## config.mk

```make
export PLATFORM = sky130hd
export DESIGN_NAME = deb_multi
export DESIGN_NICKNAME = d
export VERILOG_FILES = /design/src/rtl/deb_multi.sv
export SDC_FILE = /design/constraint.sdc
export NUM_CORES = 1
export LEC_CHECK = 0
export ABC_CLOCK_PERIOD_IN_PS = 2200
export CAP_MARGIN = 10
export CELL_PAD_IN_SITES_DETAIL_PLACEMENT = 1
export CELL_PAD_IN_SITES_GLOBAL_PLACEMENT = 1
export CORE_ASPECT_RATIO = 1.75
export CORE_MARGIN = 8
export CORE_UTILIZATION = 48
export CTS_BUF_LIST = sky130_fd_sc_hd__clkbuf_8
export CTS_CLUSTER_DIAMETER = 60
export DETAILED_ROUTE_END_ITERATION = 8
export PLACE_DENSITY = 0.9
export SYNTH_ARGS = -nofsm -noshare
export SYNTH_HDL_FRONTEND = slang
export SYNTH_SLANG_ARGS = --single-unit
```

## constraint.sdc

```tcl
create_clock -name clk -period 2.2 [get_ports clk]
set_input_delay 0.55 -clock clk [delete_from_list [all_inputs] [get_ports clk]]
set_output_delay 0.55 -clock clk [all_outputs]
set_load 0.05 [all_outputs]
```

## src/rtl/deb_multi.sv

```systemverilog
// Multi-channel debouncer: per-channel 2-FF synchroniser, saturating stability counter, level + edge pulses.
// Latency: CNT_MAX+2 clocks from input capture to out/rise/fall with tick held high; scales with tick rate.
// Backpressure: none; free-running, every channel evaluated every clock independently.
module deb_multi #(
    parameter int   CH      = 8,
    parameter int   CNT_W   = 8,
    parameter logic RST_VAL = 1'b0
) (
    input  logic          clk,
    input  logic          rst_n,
    input  logic          tick,
    input  logic [CH-1:0] in,
    output logic [CH-1:0] out,
    output logic [CH-1:0] rise,
    output logic [CH-1:0] fall,
    output logic          any_change
);

    localparam logic [CNT_W-1:0] CNT_MAX = {CNT_W{1'b1}};

    logic [CH-1:0] ff0;
    logic [CH-1:0] ff1;
    logic [CH-1:0] chg;
    logic [CH-1:0] stable;
    logic [CH-1:0] upd;
    logic [CH-1:0] rise_nxt;
    logic [CH-1:0] fall_nxt;

    // Two-stage synchroniser; both stages reset to the idle level so release causes no fake edge
    always_ff @(posedge clk or negedge rst_n) begin
        if (!rst_n) begin
            ff0 <= {CH{RST_VAL}};
            ff1 <= {CH{RST_VAL}};
        end else begin
            ff0 <= in;
            ff1 <= ff0;
        end
    end

    // A difference between the stages means the synchronised level is about to move
    assign chg = ff0 ^ ff1;

    for (genvar i = 0; i < CH; i++) begin : g_ch
        logic [CNT_W-1:0] cnt;

        // Stability counter: any change restarts it regardless of tick; saturates at CNT_MAX
        always_ff @(posedge clk or negedge rst_n) begin
            if (!rst_n) begin
                cnt <= '0;
            end else if (chg[i]) begin
                cnt <= '0;
            end else if (tick && (cnt != CNT_MAX)) begin
                cnt <= cnt + 1'b1;
            end
        end

        // Stability is judged on the registered count, independent of tick
        assign stable[i] = (cnt == CNT_MAX);
    end

    // Only a stable level that disagrees with the current output produces an update
    assign upd      = stable & (ff1 ^ out);
    assign rise_nxt = upd & ff1;
    assign fall_nxt = upd & ~ff1;

    // Output level, edge pulses and the combined change flag all land on the same edge
    always_ff @(posedge clk or negedge rst_n) begin
        if (!rst_n) begin
            out        <= {CH{RST_VAL}};
            rise       <= '0;
            fall       <= '0;
            any_change <= 1'b0;
        end else begin
            out        <= (out & ~upd) | (ff1 & upd);
            rise       <= rise_nxt;
            fall       <= fall_nxt;
            any_change <= |(rise_nxt | fall_nxt);
        end
    end

endmodule

```

==> results of run 1 <==
## cells by family (layout without fill, tap and decap cells)
logic type	after synthesis	after routing	synth area share, %
buffers and inverters	14	71	1.40
and+or+nand+nor	170	170	19.9
AOI/OAI and AO/OA	80	80	10.1
muxes	11	11	2.53
DFF	105	105	55.3
xor gates and xnor gates	47	47	8.66
adders and majority gates	8	8	2.11
## power by group through the flow
stage	clock [µW]	combinational (µW)	sequential [µW]
global route	1570	306	2070
global placement	0	250	2090
floorplan	0	141	2080
finish	1470	270	2060
CTS	1510	276	2060
detailed placement	0	267	2100
## final cells by class
type,instances,area (µm²),area share (%)
sequential,105,2630,46.9
multi-input combinational,316,2060,36.7
timing repair buffer,51,495,8.84
tap,125,156,2.79
clock buffer,10,138,2.46
clock inverter,6,114,2.03
inverter,4,15.0,0.268
## cells in the mapped netlist, drive strengths merged (8+ instances only)
cell type    n  share of area, %
dfrtp      105                55
nor2        39               3.1
xor2        36               6.6
a21oi       26               2.7
nand2       26               2.1
nand3       26               2.7
o21ai       23               2.5
nor3b       17               2.7
nand4       16               2.4
or3         11               1.4
or4         11               1.7
xnor2       11               2.0
o31ai        9               1.4
ha           8               2.1
mux2         8               1.9
## state kept, by name, indices dropped and copies added (netlist names), named ones only
| register | count |
|---|---|
| g_ch.cnt | 64 |
| fall | 8 |
| ff0 | 8 |
| ff1 | 8 |
| rise | 8 |
| any_change | 1 |
## metal layers
metal | routed length (µm) | vias to the layer above | part of all wire [%] | GRT usage (%)
li1 | - | 1675 | - | -
met1 | 4380 | 1837 | 38 | 18.6
met2 | 6440 | 47 | 56 | 33.6
met3 | 260 | 24 | 2.3 | 3.30
met4 | 338 | 0 | 3.0 | 9.56
met5 | 0 | - | 0 | 0
## worst paths after layout
check / startpoint / to / slack [ns] / cells past startpoint
setup reg to reg: g_ch[0].cnt[0] / any_change / 0.24 / 5
min in group clk: ff0[6] / ff1[6] / 0.40 / 0
hold reg to reg: ff0[6] / ff1[6] / 0.40 / 0
hold / removal: rst_n / ff0[4] / 0.12 / 1
setup / recovery: fall[5] / fall[5] / 0.08 / 1
max in group asynchronous: rst_n / asynchronous set/reset pin / 1.50 / 2
## stage by stage
step	hold WS, ns	instance area, µm²	TNS, ns	worst slack (ns)	std cells
6_report	0.121	5600	0	0.0844	617
5_1_grt	0.145	5600	0	0.0201	617
4_1_cts	0.125	5600	0	0.0468	617
3_5_place_dp	0.383	5360	-0.416	-0.0751	601
3_3_place_gp	0.381	5360	-0.0219	-0.0219	601
2_1_floorplan	0.254	4750	0	0.473	435
==> flow_metrics.py, run 1 <==
metrics = {
    "clocking": {
        "clock_latency_ns": 0.37,
        "cts_made_buffers": 9,
        "cts_sinks": 105,
        "post_cts_buffers": 0,
        "postCtsResizedCells": 8,
        "cts_buffer_depth": 2,
        "cts_max_level": 3,
        "cts_tree": "done",
        "clk_pin_slew_ns": 0.10,
        "cts-hold-fix-buffers": 0,
        "cts_root_buffer": "clkbuf_8",
    },
    "pwr": {
        "clkPwrFrac_pct": 38.7,
        "leakage_uw": 0.00239,
        "total_power_uw": 3800,
        "switching_share_pct": 24.2,
        "peakVddDrop_v": 0.000360,
        "powerDensity_mw_per_mm2": 679,
        "p_sw_uw": 922,
        "p_int_uw": 2880,
        "combPwrFrac_pct": 7.1,
        "seqPwrFrac_pct": 54.2,
    },
    "finish": {
        "fill_cells": 1064,
        "final_core_util_pct": 57.6,
        "layout-drive-gt1-share_pct": 10.2,
        "final_cell_mix": "105 x dfrtp_1, 39 x nor2_1, 36 x xor2_1",
        "area_growth_pct": 17.9,
        "mostFrequentLayoutCell": "dfrtp_1",
        "n_antenna_cell": 0,
        "nNetsFinal": 506,
    },
    "place": {
        "dp_hpwl_um": 7990,
        "port_buffers": 35,
        "place.gp.congestion": 0.792,
    },
    "yosys": {
        "async_flop_share_pct": 100,
        "synthCells": 435,
        "avgSynthCellArea_um2": 10.9,
        "synthFlopType": "dfrtp_1",
        "syn_area_mm2": 0.00475,
        "synth-seq-cells": 105,
        "synth_cell_types": 43,
        "synth_edf_count": 0,
        "ys_seq_area_share_pct": 55.3,
        "synth_fp_nets": 454,
        "yosysWarnings": 0,
    },
    "setup_path": {
        "critPathTopFamily": "buffers and inverters",
        "worst_setup_path_end_kind": "output pin",
        "path_buf_inv": 1,
        "critPathKind": "flop to output pin",
        "critPathMaxStageDelay_ns": 0.84,
        "cp.arrival_ns": 1.57,
        "critical-path-slowest-cell": "clkdlybuf4s50_1",
        "required_ns": 1.65,
        "startpoint_type": "flop",
        "cp_cell_sequence": "clkdlybuf4s50_1",
        "cp_max_fo": 1,
    },
    "grt": {
        "grt_pass1_wl_um": 19900,
        "grt_pass1_vias": 4113,
        "grtUsageTotal_pct": 18.1,
        "overflow": 0,
        "antenna_found_initial": 0,
        "grt_max_degree": 36,
    },
    "job": {
        "cap_violations": 0,
    },
    "sta": {
        "clock.fmax_ghz": 0.473,
        "period_needed_ns": 2.12,
        "finalSetupViolCount": 0,
        "finalHoldViolCount": 0,
        "period_share_pct": 96.2,
        "rsz0062_at_grt": "no",
        "relSlewSlack_pct": 49.4,
        "skew_ns": 0.00934,
        "worst_pin_slew_ns": 0.757,
        "slew_violations": 0,
    },
    "floorplan": {
        "rows": 48,
        "die_h_um": 148,
        "core_mm2": 0.00973,
        "die_x_um": 91.2,
        "die-area_mm2": 0.0135,
        "start_util_pct": 48.8,
        "ioPinCount": 36,
    },
    "outcome": {
        "outcome": "completed",
    },
    "drt": {
        "ant_nets": 0,
        "via_count": 3583,
        "firstDrtPassIters": 4,
        "drtIter0Drc": 167,
        "drt_wl_total_um": 11400,
        "wl_per_cell_um": 18.5,
        "vias_per_cell": 5.81,
        "drcViolationCount": 0,
    },
    "min_path": {
        "hp-class": "input port to asynchronous set/reset pin",
    },
}
Power figures use the tool's default switching activity.
==> inputs of run 2 (changes only) <==
Settings changed: CTS_CLUSTER_SIZE from default to 10, SETUP_SLACK_MARGIN from default to 0.15.
==> flow_metrics.py, run 2 (synthesized netlist as in run 1, its figures left out) <==
metrics = {
    "clocking": {
        "cts_tree": "done",
        "post_cts_buffers": 0,
        "cts_buffer_depth": 2,
        "clock_latency_ns": 0.38,
        "cts_made_buffers": 9,
        "cts_max_level": 3,
        "cts-hold-fix-buffers": 0,
        "cts_root_buffer": "clkbuf_8",
        "cts_sinks": 105,
        "clk_pin_slew_ns": 0.10,
    },
    "sta": {
        "finalSetupViolCount": 0,
        "clock.fmax_ghz": 0.516,
        "worst_pin_slew_ns": 0.761,
        "period_share_pct": 88.1,
        "skew_ns": 0.0107,
        "whs_ns": 0.121,
        "rsz0062_at_grt": "no",
        "relSlewSlack_pct": 49.1,
        "slew_violations": 0,
        "fin_ws_ns": 0.262,
        "period_needed_ns": 1.94,
        "finalHoldViolCount": 0,
    },
    "place": {
        "port_buffers": 35,
        "dp_hpwl_um": 7990,
        "post-place-ws_ns": -0.0751,
        "place.gp.congestion": 0.792,
    },
    "setup_path": {
        "required_ns": 2.44,
        "worst_setup_path_end_kind": "flop",
        "cp.arrival_ns": 2.17,
        "startpoint_type": "flop",
        "critPathKind": "flop to flop",
        "cp_max_fo": 6,
    },
    "drt": {
        "drt_wl_total_um": 11400,
        "via_count": 3586,
        "ant_nets": 0,
        "drcViolationCount": 0,
        "drtIter0Drc": 141,
        "vias_per_cell": 5.81,
        "firstDrtPassIters": 4,
        "wl_per_cell_um": 18.5,
    },
    "outcome": {
        "outcome": "completed",
    },
    "finish": {
        "largest_reg_flops": 64,
        "fill_cells": 1067,
        "mostFrequentLayoutCell": "dfrtp_1",
        "area_growth_pct": 17.5,
        "layout-drive-gt1-share_pct": 10.4,
        "top_register": "g_ch.cnt",
        "n_antenna_cell": 0,
        "final_cell_mix": "105 x dfrtp_1, 39 x nor2_1, 36 x xor2_1",
        "multi_input_area_mm2": 0.00206,
        "nNetsFinal": 506,
        "ff_latch_area_mm2": 0.00263,
    },
    "pwr": {
        "peakVddDrop_v": 0.000359,
        "leakage_uw": 0.00247,
        "powerDensity_mw_per_mm2": 681,
    },
    "grt": {
        "grt_pass1_wl_um": 19900,
        "use_met2_pct": 33.6,
        "met1_usage_pct": 18.6,
        "grtUsageTotal_pct": 18.1,
        "antenna_found_initial": 0,
        "overflow": 0,
        "grt_pass1_vias": 4113,
        "grt_max_degree": 36,
        "met3_usage_pct": 3.30,
        "top_usage_layer": "met2",
    },
    "floorplan": {
        "ioPinCount": 36,
        "start_util_pct": 48.8,
        "rows": 48,
        "die-area_mm2": 0.0135,
        "die_x_um": 91.2,
        "die_h_um": 148,
        "core_mm2": 0.00973,
    },
    "min_path": {
        "hp-class": "input port to asynchronous set/reset pin",
    },
    "job": {
        "cap_violations": 0,
    },
}
run 2: stage by stage:
step | area [µm²] | instances | util, % | TNS, ns | power [µW]
finish | 5580 | 617 | 57.4 | 0 | 3800
CTS | 5580 | 617 | 57.4 | 0 | 3850
floorplan | 4750 | 435 | - | 0 | 2220
global placement | 5360 | 601 | 55.1 | -0.0219 | 2340
global route | 5580 | 617 | 57.4 | 0 | 3940
detailed placement | 5360 | 601 | 55.1 | -0.416 | 2360
run 2: path summary, 6_finish.rpt:
path | from | endpoint | slack, ns | cells past startpoint
max | g_ch[3].cnt[0] | any_change | 0.26 | 5
min | rst_n | ff0[4] | 0.12 | 1
max reg2reg | g_ch[3].cnt[0] | any_change | 0.26 | 5
min reg2reg | ff0[6] | ff1[6] | 0.41 | 0
max in group asynchronous | rst_n | asynchronous set/reset pin | 1.50 | 2
min in group clk | ff0[6] | ff1[6] | 0.41 | 0
run 2: final cells by class:
| cell class | count | area share [%] |
|---|---|---|
| Inverter | 4 | 0.269 |
| Sequential cell | 105 | 47.1 |
| Timing Repair Buffer | 51 | 8.49 |
| Clock inverter | 6 | 2.04 |
| Multi-Input combinational cell | 316 | 36.9 |
| Tap cell | 125 | 2.80 |
| Clock buffer | 10 | 2.46 |
run 2: metal layers:
| metal | up-vias | part of all wire [%] |
|---|---|---|
| met2 | 54 | 56 |
| met5 | - | 0 |
| li1 | 1675 | - |
| met1 | 1831 | 38 |
| met3 | 26 | 2.4 |
| met4 | 0 | 3.0 |
run 2: what timing repair did:
| item | CTS | global route |
|---|---|---|
| gates resized for setup | 25 | 1 |
| endpoints found under the setup margin | 25 | 1 |
| cloned | 0 | 0 |
run 2: worst max-delay path, stage by stage (launching register included):
cell and delay [ns]:
dfrtp_1 0.44, ha_1 0.28, nand4_2 0.18, or2_2 0.19, o22ai_1 0.11, or4_1 0.58
run 2: where the power goes:
part	internal, µW	leakage [µW]	switching [µW]
Clock	791	0.000119	684
Sequential	1990	0.00142	72.6
Combinational	103	0.000937	167
Total	2880	0.00247	924
==> patch 1: new RTL, flow settings as in run 1 <==
The parameter `CNT_W` goes from 8 to 12.
--- a/src/rtl/deb_multi.sv
+++ b/src/rtl/deb_multi.sv
@@ -5,3 +5,3 @@
     parameter int   CH      = 8,
-    parameter int   CNT_W   = 8,
+    parameter int   CNT_W   = 12,
     parameter logic RST_VAL = 1'b0
Formal check against the unedited RTL: same outputs for any inputs over 10 cycles, from zero or initial values and one cycle with rst_n low; that may be too few to reach the edited logic, so the function may still have changed.
==> patch 1 against run 1 <==
  * Total power grew 32%
  * Worst setup slack lost 31 ps
  * Maximum frequency shrank 1.4%
  * Critical path depth is the same
  * Synthesized area grew 41%
  * Critical path type unchanged
  * Routed wire length grew 55%
  * Design area grew 38%
  * Sequential cell count grew 32
  * Global-route usage grew 2.6 points
  * Largest cell class unchanged
==> patch 1: results (changes against run 1) <==
Cell variety after synth - 52 (was 43)
Root Driver - clkbuf_8 (unchanged)
Crit-path slowest cell - clkdlybuf4s50_1 (unchanged)
Leak - 0.00326 µW (was 0.00239 µW)
WP data arrival - 1600 ps (was 1570 ps)
Synth Area in Adders - 0.0149 (was 0.0211)
H-tree depth - 4 (was 3)
Crit-path leading delay family - buffers and inverters (unchanged)
Internal power - 3730 µW (was 2880 µW)
Final Critical Period - 2150 ps (was 2120 ps)
Largest register by flop count - g_ch.cnt (unchanged)
Seq pwr - 2650 µW (was 2060 µW)
IO buf count - 35 (unchanged)
Total track usage - 0.207 (was 0.181)
Fraction of layout cells with a size suffix above 1 - 0.103 (was 0.102)
Initial DRC Count - 250 (was 167)
Clk_skew - 10.4 ps (was 9.34 ps)
Post-synthesis mux area share - 0.0148 (was 0.0253)
Post-CTS Setup Bufs - 0 (unchanged)
WL final - 17700 µm (was 11400 µm)
Pin count of the biggest net entering global routing - 51 (was 36)
Reg2reg start - g_ch[3].cnt[0]$_DFFE_PN0P_ (was g_ch[0].cnt[0]$_DFFE_PN0P_)
R2R Setup Slk - 210 ps (was 240 ps)
CTS buffer count - 17 (was 9)
Worst slew margin - 0.607 (was 0.494)
Worst VDD drop - 0.372 mV (was 0.360 mV)
DP HPWL - 12000 µm (was 7990 µm)
GP Congestion - 0.886 (was 0.792)
XOR/XNOR Fraction of Synth Area - 0.0549 (was 0.0866)
Top cells by area, synth - dfrtp_1, a21oi_1, nand3_1 (was dfrtp_1, xor2_1, nor2_1)
Max reg flops - 96 (was 64)
Critical Path End - fall[1] (was fall[5])
Clk pin slew, worst setup/hold paths - 80 ps (was 100 ps)
Fillers - 1524 (was 1064)
Clk pwr share - 0.403 (was 0.387)
Synth Area in Compound Gates - 0.141 (was 0.101)
Reg2reg end - g_ch[3].cnt[2]$_DFFE_PN0P_ (was any_change$_DFF_PN0_)
First-pass GRT wire length - 30500 µm (was 19900 µm)
DR vias/cell - 6.29 (was 5.81)
Worst skew pair latency - 450 ps (was 370 ps)
Synth cell count leaders - dfrtp_1, a21oi_1, nand2_1, nand3_1, nor2_1 (was dfrtp_1, nor2_1, xor2_1)
CP startpoint - fall[1]$_DFF_PN0_ (was fall[5]$_DFF_PN0_)
Status - finished clean (unchanged)
Crit path largest cell delay - 810 ps (was 840 ps)
DP Worst Slack - 181 ps (was -75.1 ps)
Vias in the first global route - 6232 (was 4113)
Final net count - 726 (was 506)
Register area share after synthesis - 0.512 (was 0.553)
Worst R2R Path Depth - 5 (unchanged)
Syn Nets - 672 (was 454)
[patch 1: cell types whose count changed after synthesis, moves of 7 or more]
cell | run 1 | this run
o21ai_0 | 17 | 27
nand3_1 | 26 | 46
or4_1 | 11 | 25
clkbuf_1 | 3 | 13
nand2_1 | 26 | 52
nand4_1 | 14 | 22
or3_1 | 11 | 26
nor3_1 | 1 | 13
and3_1 | 2 | 10
xor2_1 | 36 | 25
a21oi_1 | 26 | 55
nor4_1 | 0 | 7
dfrtp_1 | 105 | 137
o31ai_1 | 9 | 24
[patch 1: area by class of cell]
cell class	count	area, µm²	share of cell area
repair buffers	57	538	0.0695
inverters	6	22.5	0.00291
multi-input cells	488	3150	0.407
well taps	177	221	0.0286
clock buffers	18	248	0.0320
clock inverters	14	134	0.0173
flip-flops and latches	137	3430	0.443
[patch 1: stage by stage]
step,hold WS (ps),std cells,cell area (µm²),total power [µW],utilization
floorplan,254,653,6700,2860,-
global placement,397,865,7360,3010,0.535
detailed placement,395,865,7360,3040,0.535
CTS,33.4,897,7730,5080,0.562
global route,52.3,897,7740,5200,0.562
finish,26.8,897,7740,5030,0.562
[patch 1: per-layer routing]
| layer | vias up | routed length (µm) | global-route usage |
|---|---|---|---|
| met5 | - | 0 | 0 |
| met4 | 0 | 469 | 0.100 |
| met3 | 50 | 551 | 0.0410 |
| met2 | 119 | 10000 | 0.393 |
| met1 | 2895 | 6710 | 0.209 |
| li1 | 2581 | - | - |
[patch 1: what timing repair did]
item / in CTS / in global routing
gates cloned: 0 / 0
resized for setup: 5 / 1
hold buffers: 0 / 0
endpoints found under the hold margin: 0 / 0
setup endpoints to repair: 5 / 1
==> patch 2: new RTL, settings of run 1 <==
Made on the original files. Make the reset (`rst_n`) synchronous in 3 clocked blocks.
--- a/src/rtl/deb_multi.sv
+++ b/src/rtl/deb_multi.sv
@@ -29,3 +29,3 @@
     // Two-stage synchroniser; both stages reset to the idle level so release causes no fake edge
-    always_ff @(posedge clk or negedge rst_n) begin
+    always_ff @(posedge clk) begin
         if (!rst_n) begin
@@ -46,3 +46,3 @@
         // Stability counter: any change restarts it regardless of tick; saturates at CNT_MAX
-        always_ff @(posedge clk or negedge rst_n) begin
+        always_ff @(posedge clk) begin
             if (!rst_n) begin
@@ -66,3 +66,3 @@
     // Output level, edge pulses and the combined change flag all land on the same edge
-    always_ff @(posedge clk or negedge rst_n) begin
+    always_ff @(posedge clk) begin
         if (!rst_n) begin
Formal check against the unedited RTL: same outputs for any inputs over 10 cycles, from zero or initial values and one cycle with rst_n low; that may be too few to reach the edited logic, so the function may still have changed.
==> patch 2 against run 1 <==
  * Worst setup slack got worse by 31 ps
  * Largest cell class is now multi-input combinational cells
  * Register-to-register slack better by 210 ps
  * Design area decreased by 7.0%
  * First-iteration DRC count down 12%
  * Routed wire length shrank 7.4%
  * Critical path type unchanged
  * Sequential cell count did not move
  * Synthesized area down 6.6%
  * Total power is 8.3% lower
==> patch 2: results (changes against run 1) <==
Status - finished clean (unchanged)
Measured slew at the worst slew-check pin - 516 ps (was 757 ps)
Total track usage - 0.177 (was 0.181)
DP HPWL - 7720 µm (was 7990 µm)
Global routing usage on met2 - 0.338 (was 0.336)
DP Worst Slack - -10.4 ps (was -75.1 ps)
CP max FO - 5 (was 1)
Cell variety after synth - 44 (was 43)
Pin count of the biggest net entering global routing - 37 (was 36)
GP Congestion - 0.812 (was 0.792)
Post-CTS Setup Bufs - 0 (unchanged)
Vias - 3657 (was 3583)
Synth cell count leaders - dfxtp_1, nor2_1, nand2_1, xor2_1, and2_1 (was dfrtp_1, nor2_1, xor2_1)
Top cells by area, synth - dfxtp_1, xor2_1, nor2_1 (was dfrtp_1, xor2_1, nor2_1)
Register area share after synthesis - 0.474 (was 0.553)
Vias in the first global route - 3856 (was 4113)
IO buf count - 35 (unchanged)
Fraction of layout cells with a size suffix above 1 - 0.0648 (was 0.102)
Worst R2R Path Depth - 7 (was 5)
Worst hold path type - flip-flop to flip-flop (was input pin to asynchronous set/reset pin)
Met1 usage - 0.172 (was 0.186)
Async SR Flop Fraction - 0 (was 1.00)
Worst VDD drop - 0.479 mV (was 0.360 mV)
WL final - 10600 µm (was 11400 µm)
Synth warn - 0 (unchanged)
Initial DRC Count - 147 (was 167)
Antenna violations before repair - 0 (unchanged)
Worst skew pair latency - 370 ps (about the same)
Final net count - 539 (was 506)
Met3 GRT Util - 0.0351 (was 0.0330)
Fillers - 1062 (was 1064)
Clk_skew - 9.35 ps (was 9.34 ps)
Critical path class - flip-flop to primary output (unchanged)
DRC Markers - 0 (unchanged)
Reg2reg start - g_ch[2].cnt[0]$_SDFFE_PP0P_ (was g_ch[0].cnt[0]$_DFFE_PN0P_)
WP data arrival - 1600 ps (was 1570 ps)
First-pass GRT wire length - 17800 µm (was 19900 µm)
Cts repair resizes - 5 (was 8)
Area after DPL - 4980 µm² (was 5360 µm²)
Leak - 0.00191 µW (was 0.00239 µW)
Syn Nets - 492 (was 454)
## patch 2: changes by cell type in the layout (fill, tap and decap cells not counted), moves of 8 or more
cell,run 1,this run
nor2_1,39,59
dfrtp_1,105,0
nand3_1,26,16
nand2_1,26,39
and3_1,2,10
and2_1,1,22
dfxtp_1,0,105
o31ai_1,9,1
## patch 2: worst paths after layout
kind	end	slack, ps
setup reg to reg	any_change$_SDFF_PN0_	450
setup / recovery	out[1]	50
hold reg to reg	ff1[7]$_SDFF_PN0_	490
hold / removal	ff1[7]$_SDFF_PN0_	490
## patch 2: per-stage QoR
stage               std cells  hold WS [ps]  setup TNS [ps]  total power (µW)
floorplan                 473           446               0              2130
global placement          629           464               0              2180
detailed placement        629           471           -14.6              2200
CTS                       645           495               0              3520
global route              645           509               0              3620
finish                    645           490               0              3490
## patch 2: area by class of cell
| cell class | count | area (µm²) | share of cell area |
|---|---|---|---|
| clock buffer | 10 | 138 | 0.0264 |
| clock inverter | 6 | 90.1 | 0.0173 |
| multi-input combinational | 358 | 2280 | 0.438 |
| inverter | 2 | 7.51 | 0.00144 |
| timing repair buffer | 44 | 442 | 0.0848 |
| tap | 120 | 150 | 0.0288 |
| sequential | 105 | 2100 | 0.404 |
## patch 2: cells by family (layout without fill, tap and decap cells)
family,Yosys count,in the layout,synth area share
flops,105,105,0.474
compound gates,88,88,0.129
buf+inv,10,62,0.0127
fa+ha+maj,8,8,0.0226
simple gates,203,203,0.243
xor+xnor,49,49,0.0967
mux,10,10,0.0228
## patch 2: power by group
part | leakage, µW | total [µW] | switching [µW] | internal [µW]
combinational | 0.000941 | 183 | 102 | 80.9
sequential | 0.000851 | 1970 | 37.2 | 1930
clock | 0.000113 | 1330 | 657 | 676
## patch 2: layer usage
layer	up-vias	share of wire
li1	1789	-
met1	1791	0.39
met2	56	0.55
met3	21	0.033
met4	0	0.025
met5	-	0
